[config.mk]
export PLATFORM = sky130hd
export DESIGN_NAME = inst_fetch_unit
export DESIGN_NICKNAME = d
export VERILOG_FILES = /design/src/rtl/inst_fetch_unit_pkg.sv /design/src/rtl/inst_fetch_unit_fetch_fifo.sv /design/src/rtl/inst_fetch_unit.sv
export SDC_FILE = /design/constraint.sdc
export NUM_CORES = 1
export LEC_CHECK = 0
export ABC_AREA = 1
export BUFFER_PORTS_ARGS = -buffer_cell sky130_fd_sc_hd__buf_2
export CORE_UTILIZATION = 40
export CTS_CLUSTER_DIAMETER = 50
export DETAILED_ROUTE_END_ITERATION = 8
export HOLD_SLACK_MARGIN = 0.15
export PLACE_DENSITY = 0.71
export SYNTH_ARGS = -nofsm -noshare
export SYNTH_HDL_FRONTEND = slang
export SYNTH_SLANG_ARGS = --single-unit
[constraint.sdc]
create_clock -name clk -period 2 [get_ports clk]
set_input_delay 0.4 -clock clk [delete_from_list [all_inputs] [get_ports clk]]
set_output_delay 0.4 -clock clk [all_outputs]
set_load 0.005 [all_outputs]
[src/rtl/inst_fetch_unit_pkg.sv]
// Shared definitions for the instruction fetch stage: state encoding, entry layout and fault helper.
package inst_fetch_unit_pkg;

    localparam logic [31:0] RESET_PC_DEFAULT = 32'h0000_0000;
    localparam int          PC_W             = 32;
    localparam int          INST_W           = 32;
    localparam int          FAULT_W          = 1;
    localparam int          ENTRY_W          = PC_W + INST_W + FAULT_W;
    localparam logic [31:0] NOP_INST         = 32'h0000_0000;

    typedef enum logic {
        ST_RUN  = 1'b0,
        ST_HALT = 1'b1
    } fetch_state_e;

    typedef struct packed {
        logic [PC_W-1:0]    pc;
        logic [INST_W-1:0]  inst;
        logic [FAULT_W-1:0] fault;
    } fetch_entry_t;

    // A fetch faults when the ROM misses or the PC is not word aligned.
    function automatic logic fetch_fault(input logic accessable, input logic [1:0] pc_lsb);
        return (!accessable) || (pc_lsb != 2'b00);
    endfunction

endpackage

[src/rtl/inst_fetch_unit_fetch_fifo.sv]
// Generic DEPTH x WIDTH synchronous FIFO with flush; head holds its last value while empty.
module fetch_fifo #(
    parameter int DEPTH = 2,
    parameter int WIDTH = 65
) (
    input  logic             clk,
    input  logic             reset,
    input  logic             push,
    input  logic             pop,
    input  logic             flush,
    input  logic [WIDTH-1:0] push_data,
    output logic             full,
    output logic             empty,
    output logic [WIDTH-1:0] head
);

    localparam int AW = (DEPTH > 1) ? $clog2(DEPTH) : 1;
    localparam int CW = $clog2(DEPTH) + 1;

    logic [WIDTH-1:0] mem_r [DEPTH];
    logic [WIDTH-1:0] last_head_r;
    logic [AW-1:0]    rd_ptr_r;
    logic [AW-1:0]    wr_ptr_r;
    logic [CW-1:0]    count_r;
    logic             pop_s;
    logic             push_s;

    assign full   = (count_r == CW'(DEPTH));
    assign empty  = (count_r == {CW{1'b0}});
    assign pop_s  = pop && !empty;
    assign push_s = push && (!full || pop_s);
    assign head   = empty ? last_head_r : mem_r[rd_ptr_r];

    // Pointer, occupancy and storage update; flush wins over push/pop.
    always_ff @(posedge clk or negedge reset) begin
        if (!reset) begin
            rd_ptr_r    <= {AW{1'b0}};
            wr_ptr_r    <= {AW{1'b0}};
            count_r     <= {CW{1'b0}};
            last_head_r <= {WIDTH{1'b0}};
            for (int i = 0; i < DEPTH; i++) begin
                mem_r[i] <= {WIDTH{1'b0}};
            end
        end else begin
            last_head_r <= head;
            if (flush) begin
                rd_ptr_r <= {AW{1'b0}};
                wr_ptr_r <= {AW{1'b0}};
                count_r  <= {CW{1'b0}};
            end else begin
                if (push_s) begin
                    mem_r[wr_ptr_r] <= push_data;
                    wr_ptr_r        <= wr_ptr_r + AW'(1);
                end
                if (pop_s) begin
                    rd_ptr_r <= rd_ptr_r + AW'(1);
                end
                case ({push_s, pop_s})
                    2'b10:   count_r <= count_r + CW'(1);
                    2'b01:   count_r <= count_r - CW'(1);
                    default: count_r <= count_r;
                endcase
            end
        end
    end

endmodule

[src/rtl/inst_fetch_unit.sv]
// Instruction fetch stage: PC, RUN/HALT control, fetch FIFO to decode.
// Optional FETCH_PERF_EN build adds a pushed-entry counter on perf_fetch_cnt.
module inst_fetch_unit
    import inst_fetch_unit_pkg::*;
#(
    parameter int          DEPTH    = 2,
    parameter logic [31:0] RESET_PC = RESET_PC_DEFAULT
) (
    input  logic        clk,
    input  logic        reset,
    output logic [31:0] rom_addr,
    input  logic [31:0] rom_data,
    input  logic        rom_accessable,
    input  logic        redirect_valid,
    input  logic [31:0] redirect_pc,
    output logic        out_valid,
    input  logic        out_ready,
    output logic [31:0] out_pc,
    output logic [31:0] out_inst,
    output logic        out_fault,
    output logic [31:0] perf_fetch_cnt
);

    logic [31:0]  pc_r;
    fetch_state_e state_r;
    logic         full_s;
    logic         empty_s;
    logic         push_s;
    logic         pop_s;
    logic         fault_s;
    fetch_entry_t push_entry_s;
    fetch_entry_t head_s;

    assign rom_addr  = pc_r;
    assign out_valid = !empty_s;
    assign out_pc    = head_s.pc;
    assign out_inst  = head_s.inst;
    assign out_fault = head_s.fault;

    // Push/pop qualification and entry formation from the current ROM response.
    always_comb begin
        pop_s   = out_valid && out_ready;
        fault_s = fetch_fault(rom_accessable, pc_r[1:0]);
        if ((state_r == ST_RUN) && !redirect_valid && (!full_s || pop_s)) begin
            push_s = 1'b1;
        end else begin
            push_s = 1'b0;
        end
        push_entry_s.pc    = pc_r;
        push_entry_s.inst  = fault_s ? NOP_INST : rom_data;
        push_entry_s.fault = fault_s;
    end

    // PC and RUN/HALT control; redirect has top priority, a fault push parks the PC.
    always_ff @(posedge clk or negedge reset) begin
        if (!reset) begin
            pc_r    <= RESET_PC;
            state_r <= ST_RUN;
        end else if (redirect_valid) begin
            pc_r    <= redirect_pc;
            state_r <= ST_RUN;
        end else if (push_s) begin
            if (fault_s) begin
                state_r <= ST_HALT;
            end else begin
                pc_r <= pc_r + 32'd4;
            end
        end else begin
            pc_r    <= pc_r;
            state_r <= state_r;
        end
    end

    fetch_fifo #(
        .DEPTH(DEPTH),
        .WIDTH(ENTRY_W)
    ) u_fetch_fifo (
        .clk       (clk),
        .reset     (reset),
        .push      (push_s),
        .pop       (pop_s),
        .flush     (redirect_valid),
        .push_data (push_entry_s),
        .full      (full_s),
        .empty     (empty_s),
        .head      (head_s)
    );

`ifdef FETCH_PERF_EN
    logic [31:0] perf_cnt_r;

    // Counts every pushed entry including faults; survives redirects.
    always_ff @(posedge clk or negedge reset) begin
        if (!reset) begin
            perf_cnt_r <= 32'h0000_0000;
        end else if (push_s) begin
            perf_cnt_r <= perf_cnt_r + 32'd1;
        end else begin
            perf_cnt_r <= perf_cnt_r;
        end
    end

    assign perf_fetch_cnt = perf_cnt_r;
`else
    assign perf_fetch_cnt = 32'h0000_0000;
`endif

endmodule

==> results.toml <==
[die]
die_area_um2 = 27500
fp-row-count = 59
io-pin-count = 199
core-area_um2 = 26200
initial_utilization = 0.410
die_w_um = 166
dieHeight_um = 166

[detailed_routing]
routed_via_density = 5.17
first_pass_iters = 7
wl_mm = 32.3
vias = 9639
detail_route.iter0.violations = 972
wire_per_inst_um = 17.3
drc = 20
ant_nets = 0

[cts]
cts_htree_levels = 1
cts_buffers = 29
cts_buffer_depth = 3
cts_tree = "done"
clockRootBuffer = "clkbuf_16"
cts_num_sinks = 232
cts.clk_slew.worst_paths_ps = 60
clk_latency_ps = 540

[final_layout]
final_nets = 1578
final_area_um2 = 14700
fin_cells = 1866
area_delta_synth_final_pct = 36.8
multi_input_area_um2 = 5030
ff_latch_area_um2 = 5810
finalCoreUtilization = 0.561
final_common_cell = "nand2_1"
fillers = 2322
final_cell_mix = "nand2_1, dfrtp_1, buf_2"
layout-drive-gt1-share = 0.280

[synthesis]
synthXorXnorAreaFrac = 0.00163
synth_top_family_by_area = "simple AND/OR/NAND/NOR gates"
yosys_warnings = 0
postSynthAreaPerCell_um2 = 8.18
synth_fa_ha_area_frac = 0.00116
ys_seq_area_frac = 0.540
synth.area.mux_share = 0
synth_compound_area_frac = 0.123
synth-simple-area-share = 0.239
synth_cells = 1315
netlist_area_um2 = 10800
synth-seq-cells = 232
synth_cell_types = 30

[worst_setup_path]
crit_type = "reg -> out"
start_kind = "flop"
r2r_setup_slack_ps = 110
crit_path_max_fanout = 17
critical_path_arrival_ps = 1830
cp-end-kind = "primary output"
crit_required_ps = 1600

[grt]
grt_overflow = 0
grt_pass1_wl_mm = 50.1
grt_pass1_vias = 9541
antenna_found_initial = 2
grt_max_degree = 59
grtUsageTotal = 0.226

[sta]
finalCriticalPeriod_ps = 2230
clock.fmax_mhz = 448
final-hold-violation-count = 0
worstMarginPinSlew_ps = 566
setup_tns_ps = -12910
whs_ps = 157
rsz0062_at_grt = "true"
setup_viol = 66
maxSlewHeadroom = 0.621
fin_worst_skew_ps = 14.6
setup_ws_ps = -231
post-route-period-util = 1.12
drv_slew = 0

[place]
place_area_um2 = 11700
place_ws_ps = 199
gp_congestion = 0.928
dp.cells = 1747
dp_hpwl_mm = 19.1
port_buffers = 166

[run_status]
violations = "design-rule violations, negative setup slack"
status = "finished, violations left"

[power_and_ir_drop]
leakage_nw = 6.62
power_density_nw_per_um2 = 1420
irDropWorstVdd_v = 0.000695
total_power_mw = 20.9

[hold_path]
hp-class = "in -> reg"

[run]
cap_violations = 0
-- layout make-up --
| type | instances | area share |
|---|---|---|
| Timing Repair Buffer | 267 | 0.152 |
| Multi-Input combinational cell | 930 | 0.342 |
| Inverter | 48 | 0.0134 |
| Tap cell | 335 | 0.0285 |
| Sequential cell | 232 | 0.395 |
| Antenna cell | 1 | 0.000170 |
| Clock buffer | 40 | 0.0562 |
| Clock inverter | 13 | 0.0131 |
-- metal layers --
layer / up-vias / routed length, um / GRT usage
li1: 4555 / - / -
met1: 4626 / 13600 / 0.305
met2: 389 / 15300 / 0.370
met3: 67 / 2310 / 0.0400
met4: 2 / 1050 / 0.0695
met5: - / 13 / 0
-- synthesized netlist by cell type --
library cell / instances / area share
a21oi_1: 15 / 0.0070
a22oi_1: 1 / 0.00070
a31oi_1: 67 / 0.039
buf_1: 5 / 0.0017
buf_2: 36 / 0.017
buf_4: 64 / 0.045
buf_6: 6 / 0.0063
clkbuf_1: 25 / 0.0087
clkinv_1: 1 / 0.00035
conb_1: 1 / 0.00035
dfrtp_1: 232 / 0.54
ha_1: 1 / 0.0012
inv_1: 43 / 0.015
inv_2: 3 / 0.0010
inv_4: 1 / 0.00058
nand2_1: 440 / 0.15
nand2_4: 1 / 0.0010
nand3_1: 44 / 0.020
nand3b_1: 1 / 0.00070
nand4_1: 3 / 0.0017
nor2_1: 146 / 0.051
nor2_2: 12 / 0.0070
nor2_4: 2 / 0.0021
o211ai_1: 2 / 0.0014
o21ai_0: 135 / 0.063
o21ai_1: 23 / 0.011
o21ai_4: 1 / 0.0015
or2_2: 2 / 0.0012
xnor2_1: 1 / 0.00081
xor2_1: 1 / 0.00081
-- kinds of logic after synthesis --
kind of cell    after synthesis
simple gates                651
fa+ha+maj                     1
xor+xnor                      2
compound gates              244
flops                       232
other cells                   1
buf+inv                     184
-- timing repair --
action	CTS	global route
endpoints found under the setup margin	66	68
endpoints found under the hold margin	95	0
gates cloned	8	7
buffers inserted	11	6
gates resized for setup	158	58
pin swaps	6	8
hold buffers	34	0
-- registers in the layout, indices dropped and copies added, names as in the netlist --
name                      flops
u_fetch_fifo.mem_r          130
u_fetch_fifo.last_head_r     65
rom_addr                     32
u_fetch_fifo.count_r          2
state_r                       1
u_fetch_fifo.rd_ptr_r         1
u_fetch_fifo.wr_ptr_r         1
-- worst paths after layout --
check,from,endpoint,cells past startpoint
worst min register to register,u_fetch_fifo.mem_r[125],u_fetch_fifo.mem_r[125],2
worst max register to register,u_fetch_fifo.count_r[0],u_fetch_fifo.count_r[0],11
worst min-delay path,redirect_pc[14],rom_addr[14],3
min in group asynchronous,reset,rom_addr[8],2
worst max-delay path,u_fetch_fifo.count_r[0],out_inst[3],6
max in group asynchronous,reset,u_fetch_fifo.mem_r[124],3
-- worst max-delay path, cell delays in order, from the launching register on --
cell and delay [ps]:
dfrtp_1 400, inv_2 120, nand2_8 80, buf_12 160, buf_16 180, a31oi_4 180
buf_2 140
-- where the power goes --
group	total (mW)	switching, mW	leakage, nW	internal (mW)
sequential	7.38	1.03	2.93	6.34
combinational	8.06	4.35	3.20	3.71
clock	5.47	2.06	0.492	3.42
Power figures use the tool's default switching activity.
